<file path="src/rtl/pipe_latch_skid.sv">
// Inter-stage pipeline latch with a two-entry skid buffer, flush, bubble injection
// and a saturating back-pressure counter.
module pipe_latch_skid #(
  parameter int unsigned            IR_WIDTH    = 16,
  parameter int unsigned            PC_WIDTH    = 16,
  parameter int unsigned            SB_WIDTH    = 1,
  parameter logic [IR_WIDTH-1:0]    NOP_WORD    = '0,
  parameter int unsigned            STALL_CNT_W = 16
) (
  input  logic                   clk,
  input  logic                   rst,
  input  logic                   flush,
  input  logic                   in_valid,
  output logic                   in_ready,
  input  logic [IR_WIDTH-1:0]    in_ir,
  input  logic [PC_WIDTH-1:0]    in_pc,
  input  logic [SB_WIDTH-1:0]    in_sb,
  output logic                   out_valid,
  input  logic                   out_ready,
  output logic [IR_WIDTH-1:0]    out_ir,
  output logic [PC_WIDTH-1:0]    out_pc,
  output logic [SB_WIDTH-1:0]    out_sb,
  output logic                   out_nop,
  output logic [STALL_CNT_W-1:0] stall_cnt
);

  logic                   r_main_v, r_skid_v;
  logic [IR_WIDTH-1:0]    r_main_ir, r_skid_ir;
  logic [PC_WIDTH-1:0]    r_main_pc, r_skid_pc;
  logic [SB_WIDTH-1:0]    r_main_sb, r_skid_sb;
  logic [STALL_CNT_W-1:0] r_stall_cnt;

  logic                   w_main_v_d, w_skid_v_d;
  logic [IR_WIDTH-1:0]    w_main_ir_d, w_skid_ir_d;
  logic [PC_WIDTH-1:0]    w_main_pc_d, w_skid_pc_d;
  logic [SB_WIDTH-1:0]    w_main_sb_d, w_skid_sb_d;
  logic [STALL_CNT_W-1:0] w_stall_cnt_d;
  logic                   w_accept, w_pop;

  // in_ready depends only on the skid register, never on in_valid/out_ready.
  assign w_accept = in_valid && !r_skid_v;
  assign w_pop    = r_main_v && out_ready;

  always_comb begin
    w_main_v_d  = r_main_v;
    w_main_ir_d = r_main_ir;
    w_main_pc_d = r_main_pc;
    w_main_sb_d = r_main_sb;
    w_skid_v_d  = r_skid_v;
    w_skid_ir_d = r_skid_ir;
    w_skid_pc_d = r_skid_pc;
    w_skid_sb_d = r_skid_sb;
    if (flush) begin
      w_main_v_d = 1'b0;
      w_skid_v_d = 1'b0;
    end else if (!r_main_v) begin
      if (w_accept) begin
        w_main_v_d  = 1'b1;
        w_main_ir_d = in_ir;
        w_main_pc_d = in_pc;
        w_main_sb_d = in_sb;
      end
    end else if (!r_skid_v) begin
      if (w_accept && w_pop) begin
        w_main_ir_d = in_ir;
        w_main_pc_d = in_pc;
        w_main_sb_d = in_sb;
      end else if (w_pop) begin
        w_main_v_d = 1'b0;
      end else if (w_accept) begin
        w_skid_v_d  = 1'b1;
        w_skid_ir_d = in_ir;
        w_skid_pc_d = in_pc;
        w_skid_sb_d = in_sb;
      end
    end else if (w_pop) begin
      w_main_ir_d = r_skid_ir;
      w_main_pc_d = r_skid_pc;
      w_main_sb_d = r_skid_sb;
      w_skid_v_d  = 1'b0;
    end
  end

  always_comb begin
    w_stall_cnt_d = r_stall_cnt;
    if (r_main_v && !out_ready && (r_stall_cnt != {STALL_CNT_W{1'b1}})) begin
      w_stall_cnt_d = r_stall_cnt + 1'b1;
    end
  end

  always_ff @(posedge clk) begin
    if (rst) begin
      r_main_v    <= 1'b0;
      r_main_ir   <= '0;
      r_main_pc   <= '0;
      r_main_sb   <= '0;
      r_skid_v    <= 1'b0;
      r_skid_ir   <= '0;
      r_skid_pc   <= '0;
      r_skid_sb   <= '0;
      r_stall_cnt <= '0;
    end else begin
      r_main_v    <= w_main_v_d;
      r_main_ir   <= w_main_ir_d;
      r_main_pc   <= w_main_pc_d;
      r_main_sb   <= w_main_sb_d;
      r_skid_v    <= w_skid_v_d;
      r_skid_ir   <= w_skid_ir_d;
      r_skid_pc   <= w_skid_pc_d;
      r_skid_sb   <= w_skid_sb_d;
      r_stall_cnt <= w_stall_cnt_d;
    end
  end

  assign in_ready  = !r_skid_v;
  assign out_valid = r_main_v;
  assign out_nop   = !r_main_v;
  assign out_ir    = r_main_v ? r_main_ir : NOP_WORD;
  assign out_pc    = r_main_pc;
  assign out_sb    = r_main_v ? r_main_sb : '0;
  assign stall_cnt = r_stall_cnt;

endmodule

</file>
<file path="config.mk">
export PLATFORM = sky130hd
export DESIGN_NAME = pipe_latch_skid
export DESIGN_NICKNAME = d
export VERILOG_FILES = /design/src/rtl/pipe_latch_skid.sv
export SDC_FILE = /design/constraint.sdc
export NUM_CORES = 1
export LEC_CHECK = 0
export CAP_MARGIN = 20
export CORE_MARGIN = 2
export CORE_UTILIZATION = 44
export CTS_CLUSTER_DIAMETER = 100
export CTS_CLUSTER_SIZE = 20
export DETAILED_ROUTE_END_ITERATION = 6
export HOLD_SLACK_MARGIN = 0.15
export PLACE_DENSITY = 0.76
export SYNTH_ARGS = -nofsm -noshare
export SYNTH_HDL_FRONTEND = slang
export SYNTH_SLANG_ARGS = --single-unit
</file>
<file path="constraint.sdc">
create_clock -name clk -period 1.9 [get_ports clk]
set_input_delay 0.285 -clock clk [delete_from_list [all_inputs] [get_ports clk]]
set_output_delay 0.285 -clock clk [all_outputs]
set_load 0.02 [all_outputs]
</file>
==> impl_metrics.tcl, run 1 <==
set metrics [dict create \
    status "finished clean" \
    synth_ff_type "dfxtp_1" \
    remaining_drc_errors 0 \
    drtAntennaViolNets 0 \
    yosysSeqAreaShare 0.469 \
    setup_violations 0 \
    finalNonFillerCells 649 \
    maxCapViolCount 0 \
    ir_drop_mv 0.481 \
    hp-class "in2reg" \
    start_util 0.459 \
    dieArea_um2 8880 \
    tightest_slew_ps 668 \
    fin_crit_ps 1790 \
    grt_max_degree 57 \
    cts.htree.levels 3 \
    firstDrtPassIters 5 \
    place_inst 631 \
    cp_slowest_cell "dfxtp_2" \
    vias 3520 \
    synthCells 450 \
    start_kind "flop" \
    gp_congestion 0.813 \
    cts_tree "yes" \
    multi_input_area_um2 1750 \
    clock_tree.root_cell "clkbuf_8" \
    rows 32 \
    power_leakage_nw 1.85 \
    utilization 0.631 \
    synth_warnings 0 \
    crit_chain "buf_12 > and2_1 > dlygate4sd2_1" \
    syn-num-nets 489 \
    coreArea_um2 7810 \
    detail_route.vias_per_cell 5.42 \
    ios 90 \
    clk_latency_ps 350 \
    holdPathStages 2 \
    die-height_um 94.2 \
    grt_overflow_total 0 \
    die_w_um 94.2 \
    grt_pass1_wl_um 14700 \
    dp_hpwl_um 5910 \
    drt_iter0_drc 144 \
    cts-buffers-inserted 9 \
    ys_ff_latch 84 \
    cp-end-kind "output port" \
    arrival_ps 1510 \
    synth_edf_count 0 \
    avgSynthCellArea_um2 7.96 \
    ys_types 35 \
    async_flop_share 0 \
    grt_setup_unrepaired "false" \
    fillCellCount 678 \
    cts.clk_slew.worst_paths_ps 80 \
    power_density_nw_per_um2 715 \
    period_share 0.943 \
    drive_gt1_frac 0.110 \
    max_freq_ghz 0.558 \
    reg2reg_depth 6 \
    finClkSkew_ps 9.13 \
    ff_latch_area_um2 1690 \
    final_hold_viol_count 0 \
    slew_violations 0 \
    wl_um 9200 \
    cp.required_ps 1620 \
    antenna_found_initial 0 \
    synth.cell_area_um2 3580 \
    first_global_vias 3259 \
    diodes 0 \
    portBuffers 89 \
    relSlewSlack 0.555 \
    max_stage_delay_ps 440 \
    grt_use_total 0.206 \
    synthToLayoutAreaGrowth_pct 37.5 \
    clkSinkCount 84 \
    ctsLongestPathBuffers 2 \
    cp_max_fo 31 \
    fin_nets 581 \
    critical_path_class "reg2out" \
    wl_per_cell_um 14.2 \
]
-- registers in the layout, summed over array words and instances (netlist names) --
| signal | flops |
|---|---|
| out_pc | 16 |
| r_main_ir | 16 |
| r_skid_ir | 16 |
| r_skid_pc | 16 |
| stall_cnt | 16 |
| out_valid | 1 |
| r_main_sb | 1 |
| r_skid_sb | 1 |
| r_skid_v | 1 |
-- worst paths after layout --
path                start             to  slack (ps)
max             out_valid      out_ir[2]         110
max reg2reg  stall_cnt[0]   stall_cnt[9]         120
min                   rst  stall_cnt[10]         450
min reg2reg  r_skid_pc[9]   r_skid_pc[9]         460
-- timing repair --
item,4_1_cts,5_1_grt
gates resized for setup,20,0
buffers inserted,0,1
pin swaps,0,1
gates cloned,0,1
hold buffers,0,0
setup endpoints to repair,20,3
-- stage by stage --
| stage | power [mW] | cell area (µm²) | setup WS (ps) | hold slack (ps) | setup TNS, ps |
|---|---|---|---|---|---|
| detailed placement | 2.29 | 4710 | -129 | 447 | -3060 |
| CTS | 3.55 | 4900 | 99.8 | 433 | 0 |
| global route | 3.66 | 4930 | 6.52 | 463 | 0 |
| finish | 3.53 | 4930 | 108 | 453 | 0 |
| floorplan | 2.08 | 3590 | 41.6 | 363 | 0 |
| global placement | 2.28 | 4710 | -35.8 | 441 | -281 |
-- layout make-up --
type / instances / area share
Clock buffer: 9 / 0.0251
Tap cell: 102 / 0.0259
Multi-Input combinational cell: 326 / 0.355
Sequential cell: 84 / 0.342
Timing Repair Buffer: 119 / 0.235
Inverter: 2 / 0.00152
Clock inverter: 7 / 0.0155
-- power breakdown --
part           leakage (nW)  internal [mW]  switching [mW]  total (mW)
registers             0.685           1.82          0.0306        1.85
clock network        0.0958          0.614           0.656        1.27
logic                  1.07          0.200           0.209       0.410
-- critical path: cells and delay by family (launching register included) --
family / cells / cell delay, ps
flip-flops: 1 / 440
buffers and inverters: 2 / 540
AND/OR/NAND/NOR: 1 / 170
-- Yosys cell counts, types with 3 or more instances --
cell      count  area share
xnor2_1       6       0.015
and3_1        3      0.0052
buf_4         3      0.0063
dfxtp_1      84        0.47
a21oi_1      37       0.052
nor2_1       48       0.050
and2_1       17       0.030
nand3_1      39       0.054
a311oi_1     33       0.081
buf_2         8       0.011
xor2_1        7       0.017
nand4_1       7       0.012
clkbuf_1     27       0.028
nor3_1        3      0.0042
nand2_1     103        0.11
-- cells in the final DEF (no fill, tap or decap), drive strengths merged, types with 3 or more instances in the layout --
cell type and instances:
clkdlybuf4s50 70, and2 17, xnor2 6, dfxtp 84, nor4 3, inv 3
nor2 48, a311oi 33, clkbuf 10, dlygate4sd2 18, a21oi 37, xor2 7
nor3 5, buf 30, nand3 39, nand4 8, nand2 104, clkinv 3
and3 3
-- cells by family (layout without fill, tap and decap cells) --
family / Yosys count / in the layout / synth area share
adders and majority gates: 1 / 1 / 0.00349
and+or+nand+nor: 236 / 236 / 0.302
xor gates and xnor gates: 13 / 13 / 0.0318
buffers and inverters: 40 / 137 / 0.0478
AOI/OAI and AO/OA: 76 / 76 / 0.145
DFF: 84 / 84 / 0.469
-- layer usage --
layer	global-route usage	up-vias	wire, µm
met4	0.0483	0	35
li1	-	1741	-
met2	0.338	124	4390
met3	0.0538	5	624
met1	0.273	1650	4140
met5	0	-	0
Note: power is estimated with default switching activity, not from simulation.
==> run 2: changes to the inputs <==
--- a/config.mk
+++ b/config.mk
@@ -5,8 +5,7 @@
 export SDC_FILE = /design/constraint.sdc
 export NUM_CORES = 1
 export LEC_CHECK = 0
-export CAP_MARGIN = 20
-export CORE_MARGIN = 2
+export CAP_MARGIN = 15
 export CORE_UTILIZATION = 44
 export CTS_CLUSTER_DIAMETER = 100
 export CTS_CLUSTER_SIZE = 20
==> run 2 against run 1 <==
Clock power about the same. Wire length up 2.6%. Cell count grew 0.15%. Fmax is 2.0% lower. Clock skew increased by 5.3 ps. Final area about the same. Combinational power about the same.
==> impl_metrics.tcl, run 2 (synthesis results as in run 1) <==
set metrics [dict create \
    cts_tree "yes" \
    vias 3500 \
    power_density_nw_per_um2 718 \
    cts.clk_slew.worst_paths_ps 80 \
    relSlewSlack 0.698 \
    status "finished clean" \
    cp.depth 7 \
    final_hold_viol_count 0 \
    die-height_um 92.2 \
    reg2reg_depth 7 \
    period_share 0.962 \
    drtAntennaViolNets 0 \
    cp.required_ps 2160 \
    maxCapViolCount 0 \
    die_w_um 92.2 \
    setup_violations 0 \
    grt_pass1_wl_um 14800 \
    path_delay_family "buffers and inverters" \
    start_kind "flop" \
    critical_path_class "reg2reg" \
    wl_per_cell_um 14.5 \
    holdPathStages 2 \
    grt_overflow_total 0 \
    wl_um 9430 \
    crit_chain "buf_12 > nand2_1 > a211oi_4 > buf_4 > buf_6 > nor2_1 > a311oi_1" \
    start_util 0.459 \
    gp_congestion 0.765 \
    first_global_vias 3157 \
    ios 90 \
    layout_common_cells "103 x nand2_1, 81 x dfxtp_1, 70 x clkdlybuf4s50_1" \
    remaining_drc_errors 0 \
    cts-buffers-inserted 9 \
    antenna_found_initial 0 \
    drive_gt1_frac 0.108 \
    firstDrtPassIters 5 \
    power_leakage_nw 1.87 \
    portBuffers 89 \
    finalNonFillerCells 650 \
    final_common_cell "nand2_1" \
    dp_hpwl_um 5740 \
    grt_max_degree 67 \
    clkSinkCount 84 \
    cp_max_fo 38 \
    arrival_ps 2090 \
    grt_use_total 0.218 \
    worst-path-buf-inv 3 \
    detail_route.vias_per_cell 5.38 \
    finClkSkew_ps 14.4 \
    synthToLayoutAreaGrowth_pct 37.4 \
    hold_buffers 0 \
    dieArea_um2 8510 \
    ir_drop_mv 0.361 \
    cp_slowest_cell "dfxtp_2" \
    rows 32 \
    hp-class "in2reg" \
    fin_nets 582 \
    cp-end-kind "flop" \
    fillCellCount 687 \
    drt_iter0_drc 152 \
    max_stage_delay_ps 390 \
    cts.htree.levels 3 \
    max_freq_ghz 0.547 \
    slew_violations 0 \
    clk_latency_ps 360 \
    finalSetupTns_ps 0 \
    diodes 0 \
    coreArea_um2 7810 \
    clock_tree.root_cell "clkbuf_8" \
    tightest_slew_ps 446 \
    place_inst 631 \
    fin_crit_ps 1830 \
    ctsLongestPathBuffers 2 \
]
run 2: cell types whose count changed in the layout (fill, tap and decap cells not counted), sizes merged:
cell,previous run,this run
clkbuf,10,13
clkinvlp,2,0
buf,30,31
dlygate4sd2,18,17
dlymetal6s2s,0,1
inv,3,2
run 2: metrics by stage:
stage	area [µm²]	hold WS [ps]	power (mW)	util	setup WS, ps
after floorplan	3590	363	2.08	-	41.6
after global placement	4710	441	2.28	0.603	-45.0
after detailed placement	4710	447	2.29	0.603	-94.6
after CTS	4880	206	3.54	0.625	6.46
after global routing	4920	200	3.68	0.631	-28.6
final	4920	217	3.54	0.631	71.7
run 2: final timing paths:
check | startpoint | to | slack (ps)
worst max-delay path | out_valid | r_main_ir[6] | 70
worst min-delay path | rst | r_skid_v | 220
worst max register to register | out_valid | r_main_ir[6] | 70
worst min register to register | r_skid_pc[5] | r_skid_pc[5] | 460
run 2: cell type report:
class                           instances  area (µm²)  area share
Multi-Input combinational cell        326        1750       0.355
Sequential cell                        84        1690       0.342
Timing Repair Buffer                  120        1160       0.236
Clock buffer                           12         145      0.0295
Tap cell                              102         128      0.0259
Clock inverter                          4        48.8     0.00991
Inverter                                2        7.51     0.00152
run 2: timing repair:
item / 4_1_cts / 5_1_grt
gates resized for setup: 17 / 3
pin swaps: 0 / 1
gates cloned: 0 / 2
buffers inserted: 0 / 1
setup endpoints to repair: 17 / 6
run 2: routing by layer:
metal / global-route usage / up-vias / part of all wire
met1: 0.294 / 1649 / 0.46
met3: 0.0572 / 7 / 0.064
met5: 0 / - / 0
met4: 0.0638 / 0 / 0.0077
met2: 0.341 / 106 / 0.47
li1: - / 1738 / -
run 2: power by group:
part           switching [mW]  internal, mW  total (mW)  leakage (nW)
registers              0.0293          1.82        1.85         0.685
logic                   0.215         0.197       0.412          1.08
clock network           0.636         0.643        1.28         0.100
total                   0.881          2.66        3.54          1.87
==> run 3: changes to the inputs <==
--- a/config.mk
+++ b/config.mk
@@ -12,6 +12,7 @@
 export DETAILED_ROUTE_END_ITERATION = 6
 export HOLD_SLACK_MARGIN = 0.15
 export PLACE_DENSITY = 0.76
+export REMOVE_ABC_BUFFERS = 1
 export SYNTH_ARGS = -nofsm -noshare
 export SYNTH_HDL_FRONTEND = slang
 export SYNTH_SLANG_ARGS = --single-unit
==> run 3 against run 2 <==
Clock skew fell by 3.0 ps. Combinational power fell by 1%. Critical path type is now reg2out. Critical endpoint is now out_valid. Register-to-register slack improved by 50 ps. Largest cell class unchanged.
==> impl_metrics.tcl, run 3 (synthesis results as in run 1) <==
set metrics [dict create \
    coreArea_um2 7810 \
    max_freq_ghz 0.549 \
    slew_violations 0 \
    wl_per_cell_um 14.5 \
    cp-end-kind "output port" \
    cp.required_ps 1620 \
    finalSetupTns_ps 0 \
    ios 90 \
    dp_hpwl_um 5930 \
    cts.clk_slew.worst_paths_ps 90 \
    arrival_ps 1540 \
    hold_buffers 0 \
    maxCapViolCount 0 \
    power_leakage_nw 1.83 \
    dieArea_um2 8510 \
    critical_path_class "reg2out" \
    final_area_um2 4920 \
    drtAntennaViolNets 0 \
    grt_use_total 0.229 \
    vias 3514 \
    fillCellCount 705 \
    wl_um 9410 \
    start_kind "flop" \
    rows 32 \
    gp_congestion 0.873 \
    power_density_nw_per_um2 715 \
    cts_tree "yes" \
    multi_input_area_um2 1750 \
    grt_pass1_wl_um 15500 \
    drive_gt1_frac 0.102 \
    setup_violations 0 \
    ir_drop_mv 0.387 \
    fin_nets 581 \
    relSlewSlack 0.643 \
    die_w_um 92.2 \
    clkSinkCount 84 \
    drt_iter0_drc 191 \
    antenna_found_initial 0 \
    fin_crit_ps 1820 \
    cp_max_fo 28 \
    portBuffers 89 \
    die-height_um 92.2 \
    final_common_cell "nand2_1" \
    ctsLongestPathBuffers 2 \
    cts-buffers-inserted 9 \
    clock_tree.root_cell "clkbuf_8" \
    firstDrtPassIters 4 \
    tightest_slew_ps 535 \
    layout_common_cells "103 x nand2_1, 83 x dfxtp_1, 71 x clkdlybuf4s50_1" \
    cts_setup_buffers 0 \
    finClkSkew_ps 11.5 \
    ff_latch_area_um2 1680 \
    remaining_drc_errors 0 \
    final_hold_viol_count 0 \
    place_inst 632 \
    cts.htree.levels 3 \
    first_global_vias 3324 \
    place_area_um2 4720 \
    grt_overflow_total 0 \
    synthToLayoutAreaGrowth_pct 37.4 \
    status "finished clean" \
    period_share 0.959 \
    hold_ws_ps 392 \
    start_util 0.459 \
    finalNonFillerCells 649 \
    grt_max_degree 57 \
    utilization 0.631 \
    hp-class "in2reg" \
    diodes 0 \
    clk_latency_ps 360 \
    grt_setup_unrepaired "false" \
    detail_route.vias_per_cell 5.41 \
]
-- run 3: path summary, 6_finish.rpt --
| check | startpoint | to | slack (ps) | cells after the start |
|---|---|---|---|---|
| worst min-delay path | rst | stall_cnt[7] | 390 | 2 |
| worst max register to register | stall_cnt[0] | stall_cnt[9] | 120 | 6 |
| worst max-delay path | out_valid | out_valid | 80 | 2 |
| worst min register to register | r_skid_ir[0] | r_skid_ir[0] | 460 | 2 |
-- run 3: critical path, cell delays in order (launching register included) --
cell             delay, ps
dfxtp_2                380
buf_12                 190
clkdlybuf4s50_1        620
-- run 3: where the power goes --
| group | internal, mW | switching [mW] |
|---|---|---|
| Sequential | 1.82 | 0.0288 |
| Combinational | 0.199 | 0.208 |
| Clock | 0.613 | 0.656 |
| Total | 2.63 | 0.892 |
-- run 3: timing repair --
action,in CTS,in global routing
setup endpoints to repair,18,0
hold endpoints to repair,0,0
resized for setup,18,0
-- run 3: final cells by class --
cell class	instances	area share
multi-input combinational	326	0.355
inverter	2	0.00152
clock buffer	11	0.0267
sequential	84	0.342
clock inverter	5	0.0125
timing repair buffer	119	0.237
tap	102	0.0259
-- run 3: per-layer routing --
| layer | up-vias | share of wire | track usage |
|---|---|---|---|
| li1 | 1733 | - | - |
| met1 | 1668 | 0.44 | 0.281 |
| met2 | 98 | 0.48 | 0.388 |
| met3 | 15 | 0.064 | 0.0547 |
| met4 | 0 | 0.017 | 0.0885 |
| met5 | - | 0 | 0 |
-- run 3: through the flow --
| stage | setup WS (ps) | power (mW) |
|---|---|---|
| after floorplan | -2720 | 2.05 |
| after global placement | 0.326 | 2.28 |
| after detailed placement | -121 | 2.29 |
| after CTS | 66.3 | 3.54 |
| after global routing | 31.1 | 3.66 |
| final | 77.8 | 3.52 |
